===== src/rtl/sirv_tl_d_collector.sv =====
// -----------------------------------------------------------------------------
// sirv_tl_d_collector
//
// Purpose:
//   Collects the D-channel responses of a transaction that was split into
//   several smaller requests downstream. After a descriptor gives the beat
//   count and the original request size, AccessAckData beats pass straight
//   through. Non-data acks are swallowed until the final one, which is
//   forwarded as the single ack for the whole transaction. Forwarded beats
//   carry the original size instead of the fragment size.
//
// Configuration:
//   SIRV_TL_D_COLLECT_ERR_EN - when defined, errors on swallowed acks are
//   accumulated and ORed into the error of every later forwarded beat. When
//   undefined, the forwarded error is the downstream error alone.
//
// Ports:
//   clock, reset          - single clock; synchronous active-high reset
//   io_frag_*             - descriptor handshake (beats = responses - 1,
//                           size = original request size)
//   io_in_*               - downstream D-channel (ready out, valid/bits in)
//   io_out_*              - upstream D-channel (ready in, valid/bits out)
// -----------------------------------------------------------------------------
module sirv_tl_d_collector #(
  parameter int CNT_W = 4
) (
  input  logic             clock,
  input  logic             reset,
  output logic             io_frag_ready,
  input  logic             io_frag_valid,
  input  logic [CNT_W-1:0] io_frag_beats,
  input  logic [2:0]       io_frag_size,
  output logic             io_in_ready,
  input  logic             io_in_valid,
  input  logic [2:0]       io_in_bits_opcode,
  input  logic [1:0]       io_in_bits_param,
  input  logic [2:0]       io_in_bits_size,
  input  logic [1:0]       io_in_bits_source,
  input  logic             io_in_bits_sink,
  input  logic [1:0]       io_in_bits_addr_lo,
  input  logic [31:0]      io_in_bits_data,
  input  logic             io_in_bits_error,
  input  logic             io_out_ready,
  output logic             io_out_valid,
  output logic [2:0]       io_out_bits_opcode,
  output logic [1:0]       io_out_bits_param,
  output logic [2:0]       io_out_bits_size,
  output logic [1:0]       io_out_bits_source,
  output logic             io_out_bits_sink,
  output logic [1:0]       io_out_bits_addr_lo,
  output logic [31:0]      io_out_bits_data,
  output logic             io_out_bits_error
);

  typedef enum logic {
    ST_IDLE   = 1'b0,
    ST_ACTIVE = 1'b1
  } state_e;

  state_e           r_state;
  state_e           w_state_nxt;
  logic [CNT_W-1:0] r_remaining;
  logic [2:0]       r_size;

  logic w_is_data;
  logic w_last;
  logic w_swallow;
  logic w_frag_fire;
  logic w_in_fire;
  logic w_err_acc;
  logic w_unused;

  assign w_is_data   = (io_in_bits_opcode == 3'd1);
  assign w_last      = (r_remaining == {CNT_W{1'b0}});
  // Only non-data acks before the final beat are absorbed; the final ack is
  // the one that reports completion upstream.
  assign w_swallow   = ~w_is_data & ~w_last;
  assign w_frag_fire = io_frag_valid & io_frag_ready;
  assign w_in_fire   = io_in_valid & io_in_ready;

  // Next-state and handshake decode
  always_comb begin
    w_state_nxt   = r_state;
    io_frag_ready = 1'b0;
    io_in_ready   = 1'b0;
    io_out_valid  = 1'b0;
    case (r_state)
      ST_IDLE: begin
        io_frag_ready = 1'b1;
        if (io_frag_valid) begin
          w_state_nxt = ST_ACTIVE;
        end else begin
          w_state_nxt = ST_IDLE;
        end
      end
      ST_ACTIVE: begin
        if (w_swallow) begin
          io_in_ready  = 1'b1;
          io_out_valid = 1'b0;
        end else begin
          // Pass-through: valid never looks at out_ready
          io_in_ready  = io_out_ready;
          io_out_valid = io_in_valid;
        end
        // The final beat is never swallowed, so its fire needs out_ready
        if (io_in_valid && io_out_ready && w_last) begin
          w_state_nxt = ST_IDLE;
        end else begin
          w_state_nxt = ST_ACTIVE;
        end
      end
      default: begin
        w_state_nxt = ST_IDLE;
      end
    endcase
  end

  // State, remaining-beat counter and latched original size
  always_ff @(posedge clock) begin
    if (reset) begin
      r_state     <= ST_IDLE;
      r_remaining <= {CNT_W{1'b0}};
      r_size      <= 3'd0;
    end else begin
      r_state <= w_state_nxt;
      if (w_frag_fire) begin
        r_remaining <= io_frag_beats;
        r_size      <= io_frag_size;
      end else if (w_in_fire && !w_last) begin
        // Guarded by !w_last, so the counter never wraps
        r_remaining <= r_remaining - CNT_W'(1);
      end else begin
        r_remaining <= r_remaining;
        r_size      <= r_size;
      end
    end
  end

`ifdef SIRV_TL_D_COLLECT_ERR_EN
  logic r_err_acc;

  // Sticky error from swallowed acks, cleared per descriptor
  always_ff @(posedge clock) begin
    if (reset) begin
      r_err_acc <= 1'b0;
    end else if (w_frag_fire) begin
      r_err_acc <= 1'b0;
    end else if (w_in_fire && w_swallow) begin
      r_err_acc <= r_err_acc | io_in_bits_error;
    end else begin
      r_err_acc <= r_err_acc;
    end
  end

  assign w_err_acc = r_err_acc;
`else
  assign w_err_acc = 1'b0;
`endif

  // Fields come straight from the held input bits, so they stay stable
  // while the upstream side stalls.
  assign io_out_bits_opcode  = io_in_bits_opcode;
  assign io_out_bits_param   = io_in_bits_param;
  assign io_out_bits_size    = r_size;
  assign io_out_bits_source  = io_in_bits_source;
  assign io_out_bits_sink    = io_in_bits_sink;
  assign io_out_bits_addr_lo = io_in_bits_addr_lo;
  assign io_out_bits_data    = io_in_bits_data;
  assign io_out_bits_error   = io_in_bits_error | w_err_acc;

  // The fragment size is replaced by the latched original size
  assign w_unused = ^io_in_bits_size;

endmodule


===== config.mk =====
export PLATFORM = sky130hd
export DESIGN_NAME = sirv_tl_d_collector
export DESIGN_NICKNAME = d
export VERILOG_FILES = /design/src/rtl/sirv_tl_d_collector.sv
export SDC_FILE = /design/constraint.sdc
export NUM_CORES = 1
export LEC_CHECK = 0
export BUFFER_PORTS_ARGS = -buffer_cell sky130_fd_sc_hd__buf_2
export CAP_MARGIN = 20
export CELL_PAD_IN_SITES_DETAIL_PLACEMENT = 0
export CELL_PAD_IN_SITES_GLOBAL_PLACEMENT = 1
export CORE_MARGIN = 4
export CORE_UTILIZATION = 18
export CTS_BUF_LIST = sky130_fd_sc_hd__clkbuf_8
export DETAILED_ROUTE_END_ITERATION = 7
export HOLD_SLACK_MARGIN = 0.08
export PLACE_DENSITY = 0.79
export SLEW_MARGIN = 20
export SYNTH_ARGS = -nofsm -noshare
export SYNTH_HDL_FRONTEND = slang
export SYNTH_SLANG_ARGS = --single-unit

===== constraint.sdc =====
create_clock -name clock -period 1.9 [get_ports clock]
set_clock_uncertainty 0.05 [all_clocks]
set_input_delay 0.19 -clock clock [delete_from_list [all_inputs] [get_ports clock]]
set_output_delay 0.19 -clock clock [all_outputs]
set_load 0.1 [all_outputs]

==> metrics <==
first-pass GRT wire length 2.02 mm; Worst EP required 1660 ps; Remaining DRCs 0; DIE WIDTH 72.6 µm; syn avg cell area 7.90 µm²; DR vias 461; number of global-route vias before repair 452; Row Count 23; CTS tree yes; post-layout util 0.173; hold_ws 152 ps; final cell count without fillers 126; maximum vdd drop 168 µV; Period minus WS final 1830 ps; aggregate global routing overflow 0; largest net degree at the start of global routing 10; core area 4030 µm²; Detailed Place HPWL 1.05 mm; post-synthesis sequential area ratio 0.213; Cell Area, Synth 751 µm²; crit path max fanout 3; wire length per cell 10.6 µm; #FFs+latches synth 8; gr usage total 0.0492; Synth cell types 24; share of cells above drive strength 1 0.487; DP Cell Count 123; Area growth syn-to-layout -7.33%; final hold vios 0; Slew Limit Fails 0; fin crit share 0.961; H-tree lvl count 1; Pwr per Cell Area 893 nW/µm²; fmax 548 MHz; Arr. time, crit path 1590 ps; Setup CP Type reg -> out; syn nets 154; status completed; DRT iter0 DRCs 7; Starting Density 0.186; Num CTS Buffers 3; hold buffers post-CTS 0; crit end category output pin; count of nets after finishing 137; die area 5270 µm²; Longest Clk Path Bufs 2; unrepaired setup endpoints after global routing no; Synth Instances 95; placer congestion estimate 0.651; # fillers 469; critical path launch point type flip-flop; Leakage 0.282 nW; final WL 1.33 mm; yosys warns 0; n_diodes 0; port buffer count 23; TritonRoute pass-1 iters 4; CTS clock-pin slew for the worst setup and hold paths 40 ps; setup_tns 0 ps; number of routed nets with antenna violations 0; Via density 3.66; Max-slew headroom 0.623; Vert. Die Dim 72.6 µm; Power, Total 621 µW; # clock sinks 8; Tightest Hold Check Type in -> reg; clk root buf clkbuf_8; max-cap viol count 0; Worst Tran Pin Value 564 ps; Ports 107; initial antenna violation count 0; clock latency on the worst-skew pair 230 ps; Setup Viol. Count Final 0
-- cells in the final DEF (no fill, tap or decap) --
cell type,n
buf_2,21
dfxtp_1,8
nand2_1,7
inv_1,4
a21oi_1,4
nor2_1,4
clkbuf_8,3
nor2_2,2
nor2_4,2
a211oi_1,2
buf_12,2
nor3b_4,1
nor3b_2,1
nand2_2,1
nor2b_1,1
nand3_1,1
nor3_1,1
a211oi_4,1
and3_2,1
nor4_1,1
o21bai_1,1
a311oi_1,1
a211o_2,1
nand3b_1,1
o21ai_1,1
xnor2_1,1
a211oi_2,1
ha_1,1
-- cells by family (layout without fill, tap and decap cells) --
family,count (synthesis),count (layout),synth area share
and+or+nand+nor,24,24,0.167
adders and majority gates,1,1,0.0167
AOI/OAI and AO/OA,12,12,0.132
DFF,8,8,0.213
buffers and inverters,49,30,0.460
xor gates and xnor gates,1,1,0.0117
-- sequential cells by signal, summed over array words and instances, names as in the netlist --
| signal | cells |
|---|---|
| r_remaining | 4 |
| io_out_bits_size | 3 |
| r_state | 1 |
-- cell usage after synthesis --
master,instances,area share
a211oi_4,1,0.027
and3_2,1,0.010
nand2_1,7,0.035
ha_1,1,0.017
xnor2_1,1,0.012
o21bai_1,1,0.010
nand3_1,1,0.0067
nor3b_2,2,0.033
inv_1,4,0.020
dfxtp_1,8,0.21
o21ai_1,1,0.0067
nor2_1,8,0.040
a21oi_1,4,0.027
nand2_2,1,0.0083
a211oi_2,1,0.017
nor3_1,1,0.0067
a311oi_1,1,0.012
a211oi_1,2,0.020
a211o_2,1,0.013
nand3b_1,1,0.010
clkbuf_1,2,0.010
nor4_1,1,0.0083
nor2b_1,1,0.0083
buf_4,43,0.43
-- repair_timing --
| action | CTS | global route |
|---|---|---|
| pin swaps | 0 | 0 |
| gates resized for setup | 2 | 1 |
| endpoints found under the setup margin | 1 | 1 |
| setup buffers | 0 | 0 |
-- final cells by class --
| cell class | count | area [µm²] | share of cell area |
|---|---|---|---|
| clock buffer | 3 | 41.3 | 0.0594 |
| timing repair buffer | 23 | 145 | 0.209 |
| inverter | 4 | 15.0 | 0.0216 |
| sequential | 8 | 160 | 0.230 |
| tap | 50 | 62.6 | 0.0899 |
| multi-input combinational | 38 | 272 | 0.390 |
-- per-layer routing --
layer / GRT usage / vias to the layer above / share of wire
met2: 0.0782 / 19 / 0.51
met1: 0.0507 / 210 / 0.37
li1: - / 228 / -
met3: 0.0220 / 4 / 0.11
met4: 0.0369 / 0 / 0.014
met5: 0 / - / 0
-- path summary, 6_finish.rpt --
path | endpoint | start | depth (start not counted) | slack [ps]
max | io_in_ready | r_remaining[0]$_SDFFE_PP0P_ | 7 | 70
min | io_out_bits_size[1]$_SDFFE_PP0P_ | io_frag_size[1] | 3 | 150
max reg2reg | r_remaining[2]$_SDFFE_PP0P_ | r_remaining[0]$_SDFFE_PP0P_ | 6 | 280
min reg2reg | io_out_bits_size[0]$_SDFFE_PP0P_ | io_out_bits_size[0]$_SDFFE_PP0P_ | 2 | 400
-- worst max-delay path, cell delays in order (launching register included) --
cell	delay, ps
dfxtp_1	360
inv_1	60
ha_1	230
nor3b_4	180
nor2_2	190
nor2_2	70
nor2_4	100
buf_12	180
-- where the power goes --
part           switching [mW]  leakage [nW]  internal [mW]
clock                  0.0651        0.0216          0.137
sequential             0.0136        0.0661          0.183
combinational           0.155         0.194         0.0672
-- metrics by stage --
step	cell area [µm²]	setup slack [ps]
2_1_floorplan	766	104
3_3_place_gp	643	240
3_5_place_dp	643	223
4_1_cts	693	43.9
5_1_grt	696	8.78
6_report	696	74.0
No activity file was read; power rests on OpenSTA's default activity.
